### src/rtl/rv_div_pkg.sv
// Shared encodings for the RV32 divide sequencer: funct codes, FSM states
// and small decode helpers.
package rv_div_pkg;

    localparam logic [1:0] FN_DIV  = 2'b00;
    localparam logic [1:0] FN_DIVU = 2'b01;
    localparam logic [1:0] FN_REM  = 2'b10;
    localparam logic [1:0] FN_REMU = 2'b11;

    localparam logic [1:0] ST_IDLE = 2'd0;
    localparam logic [1:0] ST_CALC = 2'd1;
    localparam logic [1:0] ST_FIX  = 2'd2;
    localparam logic [1:0] ST_DONE = 2'd3;

    typedef enum logic [1:0] {
        IDLE = ST_IDLE,
        CALC = ST_CALC,
        FIX  = ST_FIX,
        DONE = ST_DONE
    } state_t;

    function automatic logic is_signed_op(input logic [1:0] f);
        return (f == FN_DIV) || (f == FN_REM);
    endfunction

    function automatic logic is_rem_op(input logic [1:0] f);
        return (f != FN_DIV) && (f != FN_DIVU);
    endfunction

endpackage

### src/rtl/div_sequencer_cla_sub.sv
// Parallel-prefix (Kogge-Stone) subtractor: o_diff = i_a - i_b when i_en=1,
// otherwise forced to zero.
module CLA_SUB #(
    parameter int XLEN = 33
) (
    input  logic            i_en,
    input  logic [XLEN-1:0] i_a,
    input  logic [XLEN-1:0] i_b,
    output logic [XLEN-1:0] o_diff
);

    localparam int LV = $clog2(XLEN - 1);

    logic [XLEN-1:0] w_p0;
    logic [XLEN-1:0] w_carry;
    logic [XLEN-2:0] w_g;
    logic [XLEN-2:0] w_p;

    // a - b = a + ~b + 1; carry-in of 1 folds into every prefix carry below.
    always_comb begin
        w_p0 = i_a ^ ~i_b;
        w_g  = i_a[XLEN-2:0] & ~i_b[XLEN-2:0];
        w_p  = w_p0[XLEN-2:0];
        for (int k = 0; k < LV; k++) begin
            for (int i = XLEN - 2; i >= (1 << k); i--) begin
                w_g[i] = w_g[i] | (w_p[i] & w_g[i-(1<<k)]);
                w_p[i] = w_p[i] & w_p[i-(1<<k)];
            end
        end
        w_carry = {w_g | w_p, 1'b1};
        o_diff  = i_en ? (w_p0 ^ w_carry) : '0;
    end

endmodule

### src/rtl/div_sequencer.sv
// Multi-cycle RV32 DIV/DIVU/REM/REMU controller: radix-2 restoring division,
// one trial subtraction per cycle through a shared CLA_SUB.
module div_sequencer
    import rv_div_pkg::*;
#(
    parameter int XLEN  = 32,
    parameter int CNT_W = $clog2(XLEN)
) (
    input  logic            CLK,
    input  logic            rst_n,
    input  logic            Start,
    input  logic            Flush,
    input  logic [1:0]      Funct,
    input  logic [XLEN-1:0] Rs1,
    input  logic [XLEN-1:0] Rs2,
    output logic            Busy,
    output logic            Valid,
    output logic [XLEN-1:0] Result,
    output logic [1:0]      o_dbg_state
);

    // Handshake: Start is accepted only in IDLE without Flush; Busy covers
    // CALC/FIX; Valid pulses for exactly one cycle in DONE unless Flush is high.

    localparam logic [XLEN-1:0]  MIN_NEG  = {1'b1, {(XLEN-1){1'b0}}};
    localparam logic [CNT_W-1:0] CNT_LAST = CNT_W'(XLEN - 1);

    state_t            r_state;
    state_t            w_next_state;
    logic [XLEN-1:0]   r_quo;
    logic [XLEN-1:0]   r_rem;
    logic [XLEN-1:0]   r_div;
    logic [XLEN-1:0]   r_result;
    logic [CNT_W-1:0]  r_cnt;
    logic [1:0]        r_funct;
    logic              r_neg_q;
    logic              r_neg_r;

    logic              w_signed;
    logic              w_div0;
    logic              w_ovf;
    logic              w_special;
    logic              w_accept;
    logic [XLEN-1:0]   w_special_res;
    logic [XLEN-1:0]   w_abs_a;
    logic [XLEN-1:0]   w_abs_b;
    logic [XLEN:0]     w_trial_a;
    logic [XLEN:0]     w_trial_b;
    logic [XLEN:0]     w_trial;
    logic [XLEN-1:0]   w_quo_sh;
    logic [XLEN-1:0]   w_fix_q;
    logic [XLEN-1:0]   w_fix_r;

    assign w_signed  = is_signed_op(Funct);
    assign w_div0    = (Rs2 == '0);
    assign w_ovf     = w_signed && (Rs1 == MIN_NEG) && (Rs2 == '1);
    assign w_special = w_div0 || w_ovf;
    assign w_accept  = (r_state == IDLE) && Start && !Flush;

    assign w_special_res = w_div0 ? (is_rem_op(Funct) ? Rs1 : '1)
                                  : (is_rem_op(Funct) ? '0  : Rs1);

    assign w_abs_a = (w_signed && Rs1[XLEN-1]) ? -Rs1 : Rs1;
    assign w_abs_b = (w_signed && Rs2[XLEN-1]) ? -Rs2 : Rs2;

    // The bit shifted out of rem becomes the trial MSB so divisors >= 2^(XLEN-1) work.
    assign w_trial_a = {r_rem, r_quo[XLEN-1]};
    assign w_trial_b = {1'b0, r_div};
    assign w_quo_sh  = {r_quo[XLEN-2:0], ~w_trial[XLEN]};

    assign w_fix_q = r_neg_q ? -r_quo : r_quo;
    assign w_fix_r = r_neg_r ? -r_rem : r_rem;

    CLA_SUB #(.XLEN(XLEN + 1)) u_trial_sub (
        .i_en   (1'b1),
        .i_a    (w_trial_a),
        .i_b    (w_trial_b),
        .o_diff (w_trial)
    );

    always_ff @(posedge CLK or negedge rst_n) begin
        if (!rst_n) begin
            r_state <= IDLE;
        end else begin
            r_state <= w_next_state;
        end
    end

    always_comb begin
        w_next_state = r_state;
        Busy         = 1'b0;
        Valid        = 1'b0;
        case (r_state)
            IDLE: begin
                if (w_accept) w_next_state = w_special ? DONE : CALC;
            end
            CALC: begin
                Busy = 1'b1;
                if (Flush)              w_next_state = IDLE;
                else if (r_cnt == '0)   w_next_state = FIX;
            end
            FIX: begin
                Busy         = 1'b1;
                w_next_state = Flush ? IDLE : DONE;
            end
            DONE: begin
                Valid        = !Flush;
                w_next_state = IDLE;
            end
            default: w_next_state = IDLE;
        endcase
    end

    always_ff @(posedge CLK or negedge rst_n) begin
        if (!rst_n) begin
            r_quo    <= '0;
            r_rem    <= '0;
            r_div    <= '0;
            r_result <= '0;
            r_cnt    <= '0;
            r_funct  <= '0;
            r_neg_q  <= 1'b0;
            r_neg_r  <= 1'b0;
        end else begin
            case (r_state)
                IDLE: begin
                    if (w_accept) begin
                        r_funct <= Funct;
                        r_neg_q <= w_signed && (Rs1[XLEN-1] ^ Rs2[XLEN-1]);
                        r_neg_r <= w_signed && Rs1[XLEN-1];
                        r_quo   <= w_abs_a;
                        r_div   <= w_abs_b;
                        r_rem   <= '0;
                        r_cnt   <= CNT_LAST;
                        if (w_special) r_result <= w_special_res;
                    end
                end
                CALC: begin
                    if (!Flush) begin
                        r_quo <= w_quo_sh;
                        r_rem <= w_trial[XLEN] ? w_trial_a[XLEN-1:0] : w_trial[XLEN-1:0];
                        r_cnt <= r_cnt - 1'b1;
                    end
                end
                FIX: begin
                    if (!Flush) r_result <= is_rem_op(r_funct) ? w_fix_r : w_fix_q;
                end
                default: ;
            endcase
        end
    end

    assign Result      = r_result;
    assign o_dbg_state = r_state;

endmodule

### config.mk
export PLATFORM = sky130hd
export DESIGN_NAME = div_sequencer
export DESIGN_NICKNAME = d
export VERILOG_FILES = /design/src/rtl/rv_div_pkg.sv /design/src/rtl/div_sequencer_cla_sub.sv /design/src/rtl/div_sequencer.sv
export SDC_FILE = /design/constraint.sdc
export NUM_CORES = 1
export LEC_CHECK = 0
export BUFFER_PORTS_ARGS = -buffer_cell sky130_fd_sc_hd__buf_2
export CORE_MARGIN = 2
export CORE_UTILIZATION = 41
export DETAILED_ROUTE_END_ITERATION = 7
export SLEW_MARGIN = 30
export SYNTH_ARGS = -nofsm -noshare
export SYNTH_HDL_FRONTEND = slang
export SYNTH_SLANG_ARGS = --single-unit
### constraint.sdc
create_clock -name CLK -period 3.4 [get_ports CLK]
set_clock_uncertainty 0.15 [all_clocks]
set_input_delay 0.85 -clock CLK [delete_from_list [all_inputs] [get_ports CLK]]
set_output_delay 0.85 -clock CLK [all_outputs]
set_load 0.01 [all_outputs]
==> impl_metrics.ini, run 1 <==
[synth]
post-synth-top-area-fraction_pct = 30.3
synthArstFlopShare_pct = 100
seq_area_frac_synth_pct = 30.3
syn_area_um2 = 11400
synth_edf_count = 0
yosys_warnings = 0
ys_ff_latch = 138
synthFlopType = dfrtp_1
ys_top_cells_by_count = nand2_1 (152), dfrtp_1 (138), a21oi_1 (123), nor2_1 (116), o21ai_0 (87)
synth_cell_types = 69
synth_top_area_cell = dfrtp_1
synthesis.nets = 1532
synthMostInstantiatedCell = nand2_1
synthCells = 1417
avgSynthCellArea_um2 = 8.03
synth.area.top_cells = dfrtp_1 (30%), xnor2_1 (6.1%), a21oi_1 (5.4%)

[clock_tree]
post_cts_resize_count = 1
cts_tree = yes
htree_num_levels = 4
post_cts_buffers = 0
cts-root-buf = clkbuf_16
cts.sinks = 138
insertion_delay_ps = 440
ctsHoldBuffers = 0
clkTransAtPathRegs_ps = 60
cts_buffer_depth = 2
numCtsBuffers = 17

[routing]
detail-route-antenna-nets = 0
drc = 0
drtPass1Iterations = 7
drtIter0Drc = 898
wl_per_cell_um = 18.2
vias = 11400
drt_wl_total_um = 36300
vias_per_cell = 5.70

[power_and_ir_drop]
peakVddDrop_mv = 0.409
pwr_density_cell_nw_per_um2 = 861
p_leak_uw = 0.00601

[setup_path]
slowest_delay_ps = 520
cp-start-kind = flip-flop
cp_data_required_time_ps = 3620
crit_path_top_delay_cell = or4_4
cp_cell_sequence = ha_1 > o21a_1 > o221ai_2 > or4_4 > a211oi_2 > buf_4 > nor4_4 > o21a_2 > buf_4 > nor4_1 > a221o_1
cp.arrival_ps = 3520
end_kind = flip-flop
crit_type = reg -> reg
crit_top_cell = buf_4
path_max_fanout = 14
critPathBufInv = 2
critical_path.top_delay_family = compound AO/OA/AOI/OAI gates

[final_layout]
syn2layout_area_growth_pct = 22.7
final_util_pct = 51.5
layout.nets = 1725
num-fill-cells = 2629
diodes = 0
drive_gt1_share_pct = 19.8
stdcell_count = 1995

[floorplan]
boundaryPins = 106
die_h_um = 171
die_x_um = 171
initial_core_util_pct = 42.0
coreArea_um2 = 27100
fp.dieArea_um2 = 29100
rows = 60

[grt]
grt_pass1_vias = 10500
antenna_found_initial = 0
globalRouteMet1Util_pct = 36.1
grt_first_pass_wirelength_um = 57800
grt_use_met3_pct = 3.35
grt_max_degree = 56
grt-ovfl-total = 0
use_met2_pct = 40.2
track_usage_pct = 25.4
top_usage_layer = met2

[timing]
post-route-period-util_pct = 97.0
tightest_slew_ps = 654
post-route-min-period_ps = 3300
fmax_mhz = 303
maxSlewHeadroom_pct = 56.0
hold_violations = 0
slew_viol_final = 0
hold_slack_ps = 183
grt_setup_unrepaired = no
setup_viol = 0

[placement]
hpwl_um = 27700
gp_congestion = 0.872
dp_cells = 1963
numPortBuffers = 105

[status]
status = completed

[worst_hold_path]
hold_class = in -> async

[job]
cap_violations = 0
cell usage in the layout, fill, tap and decap left out, types with 14 or more instances in the layout:
cell type  synthesis  routed
o22ai_1           24      24
a311o_1           15      15
ha_1              45      44
o41ai_1           16      16
nand2_1          152     152
buf_2              9     104
buf_4              1     145
clkbuf_16          0      17
maj3_1            21      21
xnor2_1           79      79
nor4_1            19      19
nand3_1           22      22
o21ai_0           87      86
o31ai_1           32      32
dfrtp_1          138     138
xor2_1            63      63
and2_1            20      20
nand2b_1          14      14
a31oi_1           26      26
a21oi_1          123     123
inv_1             63      63
nor2_1           116     115
nor3_1            36      36
o211ai_1          19      19
or4_1             21      20
flip-flops by register name, summed over array words and instances (netlist names):
signal,cells
r_cnt,5
o_dbg_state,2
r_funct,1
r_neg_q,1
r_quo,32
r_div,32
r_neg_r,1
Result,32
r_rem,32
kinds of logic after synthesis:
kind of cell / after synthesis / synth area share, %
compound gates: 437 / 25.1
xor+xnor: 142 / 10.9
fa+ha+maj: 66 / 6.79
buf+inv: 150 / 5.34
flops: 138 / 30.3
mux: 9 / 0.791
simple gates: 475 / 20.7
power breakdown:
| part | switching [uW] | total [uW] | internal, uW |
|---|---|---|---|
| Clock | 822 | 2060 | 1240 |
| Combinational | 4020 | 6960 | 2940 |
| Sequential | 659 | 3000 | 2340 |
path summary, 6_finish.rpt:
check / startpoint / to / slack (ps) / cells after the start
worst max-delay path: r_div[0]$_DFFE_PN0P_ / r_rem[21]$_DFFE_PN0P_ / 100 / 11
worst min-delay path: rst_n / r_div[17]$_DFFE_PN0P_ / 180 / 1
worst max register to register: r_div[0]$_DFFE_PN0P_ / r_rem[21]$_DFFE_PN0P_ / 100 / 11
worst min register to register: r_neg_q$_DFFE_PN0P_ / r_neg_q$_DFFE_PN0P_ / 330 / 2
max in group asynchronous: rst_n / r_quo[7]$_DFFE_PN0P_ / 2190 / 2
min in group CLK: r_neg_q$_DFFE_PN0P_ / r_neg_q$_DFFE_PN0P_ / 330 / 2
routing by layer:
metal,up-vias,wire [um]
met2,322,16800
met1,5448,17000
li1,5560,-
met3,45,1770
met5,-,0
met4,0,775
final cells by class:
class / count / area [um2] / share of cell area, %
clock buffer: 19 / 433 / 3.10
clock inverter: 13 / 191 / 1.37
inverter: 64 / 240 / 1.72
multi-input combinational: 1129 / 7360 / 52.7
sequential: 138 / 3450 / 24.7
tap: 372 / 465 / 3.33
timing repair buffer: 260 / 1820 / 13.0
through the flow:
step / setup WS [ps] / cell area (um2) / power (uW) / TNS [ps]
6_report: 103 / 14000 / 12000 / 0
5_1_grt: 11.8 / 14000 / 13000 / 0
4_1_cts: 35.7 / 13900 / 12000 / 0
3_3_place_gp: -119 / 13300 / 9770 / -1390
3_5_place_dp: -133 / 13300 / 9860 / -2970
2_1_floorplan: 40.6 / 11400 / 7530 / 0
Power figures use the tool's default switching activity.
==> run 2, diff against run 1 <==
--- a/config.mk
+++ b/config.mk
@@ -9,6 +9,7 @@
 export CORE_MARGIN = 2
 export CORE_UTILIZATION = 41
 export DETAILED_ROUTE_END_ITERATION = 7
+export RECOVER_POWER = 50
 export SLEW_MARGIN = 30
 export SYNTH_ARGS = -nofsm -noshare
 export SYNTH_HDL_FRONTEND = slang
==> run 2 against run 1 <==
Net effect:
- the flow now finishes with violations (capacitance limit, slew limit)
- non-clock buffer count stayed put
- count of clock-buffer cells in the layout is the same
- global-route usage unchanged
- routed wire length decreased by 0.13%
- core utilization down 0.11 points
- via count increased by 0.11%
- register-to-register slack about the same
- clock power is essentially flat
- maximum frequency hardly changed
- sequential share of layout area rose by 0.051 points
- sequential power about the same
- worst setup slack barely moved
- critical endpoint unchanged
- highest routed layer unchanged
==> impl_metrics.ini, run 2 (same netlist as run 1, synthesis figures left out) <==
[grt]
track_usage_pct = 25.4
grt_max_degree = 56
grt_pass1_vias = 10500
antenna_found_initial = 0
grt_first_pass_wirelength_um = 57800
grt-ovfl-total = 0

[final_layout]
layout.nets = 1725
diodes = 0
multiInputGateArea_um2 = 7360
num-fill-cells = 2632
drive_gt1_share_pct = 18.9
layout_commonest_cell = nand2_1
syn2layout_area_growth_pct = 22.4
layout_common_cells = nand2_1 (152), buf_4 (144), dfrtp_1 (138)
seqCellArea_um2 = 3450
final_util_pct = 51.4
stdcell_count = 1995

[clock_tree]
clkTransAtPathRegs_ps = 70
htree_num_levels = 4
post_cts_buffers = 0
cts.sinks = 138
post_cts_resize_count = 1
numCtsBuffers = 17
ctsHoldBuffers = 0
cts_tree = yes
insertion_delay_ps = 440
cts_buffer_depth = 2
cts-root-buf = clkbuf_16

[floorplan]
rows = 60
fp.dieArea_um2 = 29100
initial_core_util_pct = 42.0
die_h_um = 171
die_x_um = 171
boundaryPins = 106
coreArea_um2 = 27100

[setup_path]
cp-start-kind = flip-flop
r2r_start = r_div[0]$_DFFE_PN0P_
crit_type = reg -> reg
critPathLaunch = r_div[0]$_DFFE_PN0P_
path_max_fanout = 14
cp_data_required_time_ps = 3620
endpoint = r_rem[21]$_DFFE_PN0P_
r2r_end = r_rem[21]$_DFFE_PN0P_
reg2regPathDepth = 11
end_kind = flip-flop
cp.arrival_ps = 3510
ff2ff_setup_slack_ps = 100

[timing]
slew_viol_final = 41
hold_violations = 0
grt_setup_unrepaired = no
fmax_mhz = 303
hold_slack_ps = 327
post-route-min-period_ps = 3300
setup_viol = 0
maxSlewHeadroom_pct = -64.7
tightest_slew_ps = 2470
post-route-period-util_pct = 97.0

[routing]
wl_per_cell_um = 18.2
drc = 0
vias = 11400
drt_wl_total_um = 36300
drtPass1Iterations = 5
drtIter0Drc = 906
vias_per_cell = 5.71
detail-route-antenna-nets = 0

[status]
status = finished, violations left
failed_checks = capacitance limit, slew limit

[power_and_ir_drop]
power.total_uw = 12000
switching_share_pct = 45.8
power_switching_uw = 5500
seqPwrFrac_pct = 25.0
power.share.clock_pct = 17.1
p_leak_uw = 0.00597
intPower_uw = 6500
peakVddDrop_mv = 0.413
p_comb_share_pct = 57.8
pwr_density_cell_nw_per_um2 = 861

[placement]
hpwl_um = 27700
numPortBuffers = 105
dp_cells = 1963
gp_congestion = 0.872

[worst_hold_path]
hold_class = reg -> reg
worstHoldStart = r_neg_q$_DFFE_PN0P_

[job]
cap_violations = 1
## run 2: cell count changes in the layout (fill, tap and decap cells not counted)
cell / change
buf_6: -1
ha_2: -1
buf_2: -12
buf_4: -1
ha_1: +1
clkbuf_1: +14
## run 2: power by group through the flow
stage	clock network [uW]	logic, uW	registers [uW]
after floorplan	0	4560	2970
after global placement	0	6760	3010
after detailed placement	0	6850	3020
after CTS	2070	6890	3000
after global routing	2150	7710	3100
final	2060	6940	3000
## run 2: cell type report
cell class,count,area share (%)
Multi-Input combinational cell,1129,52.8
Tap cell,372,3.34
Inverter,64,1.72
Clock buffer,19,3.11
Clock inverter,13,1.37
Timing Repair Buffer,260,12.9
Sequential cell,138,24.8
## run 2: metal layers
layer | vias up | track usage (%) | share of wire, %
li1 | 5557 | - | -
met1 | 5447 | 36.1 | 46
met2 | 342 | 40.2 | 46
met3 | 42 | 3.35 | 5.7
met4 | 0 | 7.28 | 1.9
met5 | - | 0 | 0
## run 2: worst min-delay path by stage
stage	endpoint	depth (start not counted)
after floorplan	r_div[10]$_DFFE_PN0P_	2
after global placement	r_div[9]$_DFFE_PN0P_	2
after detailed placement	r_neg_q$_DFFE_PN0P_	2
after CTS	r_div[12]$_DFFE_PN0P_	1
after global routing	r_div[13]$_DFFE_PN0P_	2
final	r_neg_q$_DFFE_PN0P_	2
## run 2: per-stage QoR
stage | area (um2) | setup TNS [ps] | setup slack, ps
2_1_floorplan | 11400 | 0 | 40.6
3_3_place_gp | 13300 | -1390 | -119
3_5_place_dp | 13300 | -2970 | -133
4_1_cts | 13900 | 0 | 35.7
5_1_grt | 13900 | 0 | 11.8
6_report | 13900 | 0 | 103
## run 2: critical path, stage by stage (launching register included)
cell	delay, ps
dfrtp_1	430
ha_1	320
o21a_1	170
o221ai_2	120
or4_4	520
a211oi_2	240
buf_4	160
nor4_4	50
o21a_2	320
buf_4	180
nor4_1	400
a221o_1	170
==> run 3, diff against run 2 <==
--- a/config.mk
+++ b/config.mk
@@ -5,7 +5,7 @@
 export SDC_FILE = /design/constraint.sdc
 export NUM_CORES = 1
 export LEC_CHECK = 0
-export BUFFER_PORTS_ARGS = -buffer_cell sky130_fd_sc_hd__buf_2
+export BUFFER_PORTS_ARGS = -buffer_cell sky130_fd_sc_hd__clkbuf_2
 export CORE_MARGIN = 2
 export CORE_UTILIZATION = 41
 export DETAILED_ROUTE_END_ITERATION = 7
==> run 3 against run 2 <==
Net effect:
- the run still ends with capacitance limit, slew limit left
- clock power shrank 5%
- core utilization up 0.51 points
- sequential cell count is the same
- first-iteration DRC count shrank 7.6%
- die area did not move
==> impl_metrics.ini, run 3 (same netlist as run 1, synthesis figures left out) <==
[worst_hold_path]
hold_class = reg -> reg

[final_layout]
num-fill-cells = 2655
final_cell_area_um2 = 14100
syn2layout_area_growth_pct = 23.6
diodes = 0
drive_gt1_share_pct = 20.2
layout.nets = 1742
layout_common_cells = buf_4 (161), nand2_1 (152), dfrtp_1 (137)
layout_commonest_cell = buf_4

[power_and_ir_drop]
peakVddDrop_mv = 0.361
pwr_density_cell_nw_per_um2 = 861
p_leak_uw = 0.00605

[timing]
post-route-min-period_ps = 3280
slew_viol_final = 61
setup_viol = 0
fmax_mhz = 305
post-route-period-util_pct = 96.3
worst_slack_ps = 125
tightest_slew_ps = 1740
maxSlewHeadroom_pct = -16.1
hold_slack_ps = 328
hold_violations = 0

[grt]
grt_pass1_vias = 10800
grt_max_degree = 62
grt_first_pass_wirelength_um = 59100
antenna_found_initial = 1
track_usage_pct = 25.7
grt-ovfl-total = 0

[routing]
detail-route-antenna-nets = 0
vias_per_cell = 5.67
drc = 0
drtIter0Drc = 837
wl_per_cell_um = 18.2
drtPass1Iterations = 5
drt_wl_total_um = 36700
vias = 11400

[floorplan]
rows = 60
fp.dieArea_um2 = 29100
die_h_um = 171
boundaryPins = 106
die_x_um = 171
initial_core_util_pct = 42.0
coreArea_um2 = 27100

[status]
status = finished, violations left
failed_checks = capacitance limit, slew limit

[clock_tree]
numCtsBuffers = 17
htree_num_levels = 4
cts_tree = yes
cts-root-buf = clkbuf_16
clkTransAtPathRegs_ps = 60
post_cts_buffers = 0
ctsHoldBuffers = 0
insertion_delay_ps = 430
cts_buffer_depth = 2
cts.sinks = 138

[setup_path]
cp-start-kind = flip-flop
cp.arrival_ps = 3440
path_max_fanout = 14
end_kind = flip-flop
crit_type = reg -> reg
cp_data_required_time_ps = 3560

[placement]
hpwl_um = 28000
place_area_um2 = 13400
gp_congestion = 0.869
numPortBuffers = 105
post-place-ws_ps = -175

[job]
cap_violations = 1
run 3: cell count changes in the layout (fill, tap and decap cells not counted), sizes merged:
cell | before | now
clkbuf | 33 | 124
clkinv | 4 | 7
buf | 246 | 170
clkinvlp | 3 | 2
bufinv | 4 | 3
run 3: area by class of cell:
class | count | area (um2) | share of cell area, %
clock buffers | 17 | 425 | 3.02
well taps | 372 | 465 | 3.31
repair buffers | 277 | 1900 | 13.5
flip-flops and latches | 138 | 3450 | 24.5
clock inverters | 14 | 173 | 1.23
inverters | 64 | 240 | 1.71
multi-input cells | 1129 | 7410 | 52.7
run 3: report_power, final:
group / leakage, uW / switching [uW] / internal, uW
Combinational: 0.00406 / 4120 / 3020
Clock: 0.000290 / 803 / 1160
Sequential: 0.00170 / 681 / 2340
Total: 0.00605 / 5610 / 6520
run 3: final timing paths:
kind / startpoint / to / slack, ps / depth (start not counted)
worst min register to register: r_div[14]$_DFFE_PN0P_ / r_div[14]$_DFFE_PN0P_ / 330 / 2
worst max register to register: r_rem[22]$_DFFE_PN0P_ / r_rem[20]$_DFFE_PN0P_ / 120 / 11
min in group asynchronous: rst_n / r_div[4]$_DFFE_PN0P_ / 740 / 1
max in group asynchronous: rst_n / Result[20]$_DFFE_PN0P_ / 630 / 2
worst max-delay path: r_rem[22]$_DFFE_PN0P_ / r_rem[20]$_DFFE_PN0P_ / 120 / 11
worst min-delay path: r_div[14]$_DFFE_PN0P_ / r_div[14]$_DFFE_PN0P_ / 330 / 2
run 3: stage by stage:
step / utilization, % / power (uW) / std cells / TNS (ps)
6_report: 51.9 / 12100 / 2011 / 0
5_1_grt: 51.9 / 13100 / 2011 / -11.1
4_1_cts: 51.8 / 12000 / 2011 / 0
3_5_place_dp: 49.5 / 9980 / 1980 / -2090
3_3_place_gp: 49.5 / 9890 / 1980 / -1400
2_1_floorplan: - / 7530 / 1417 / 0
run 3: worst max-delay path, stage by stage, from the launching register on:
cell and delay, ps:
dfrtp_1 410, ha_1 340, a21oi_1 230, nand2_1 110, a211oi_1 300, o22ai_2 170
nor4_4 370, buf_4 190, nor3_4 40, buf_4 200, or4_1 530, o311ai_0 110
run 3: routing by layer:
| metal | up-vias | routed length [um] | share of wire (%) | global-route usage [%] |
|---|---|---|---|---|
| li1 | 5587 | - | - | - |
| met1 | 5465 | 17100 | 47 | 35.9 |
| met2 | 330 | 17200 | 47 | 41.5 |
| met3 | 22 | 2050 | 5.6 | 4.93 |
| met4 | 0 | 390 | 1.1 | 4.72 |
| met5 | - | 0 | 0 | 0 |
run 3: repair_timing:
action / in CTS / in global routing
endpoints found under the setup margin: 2 / 33
resized for setup: 2 / 17
pin swaps: 0 / 2
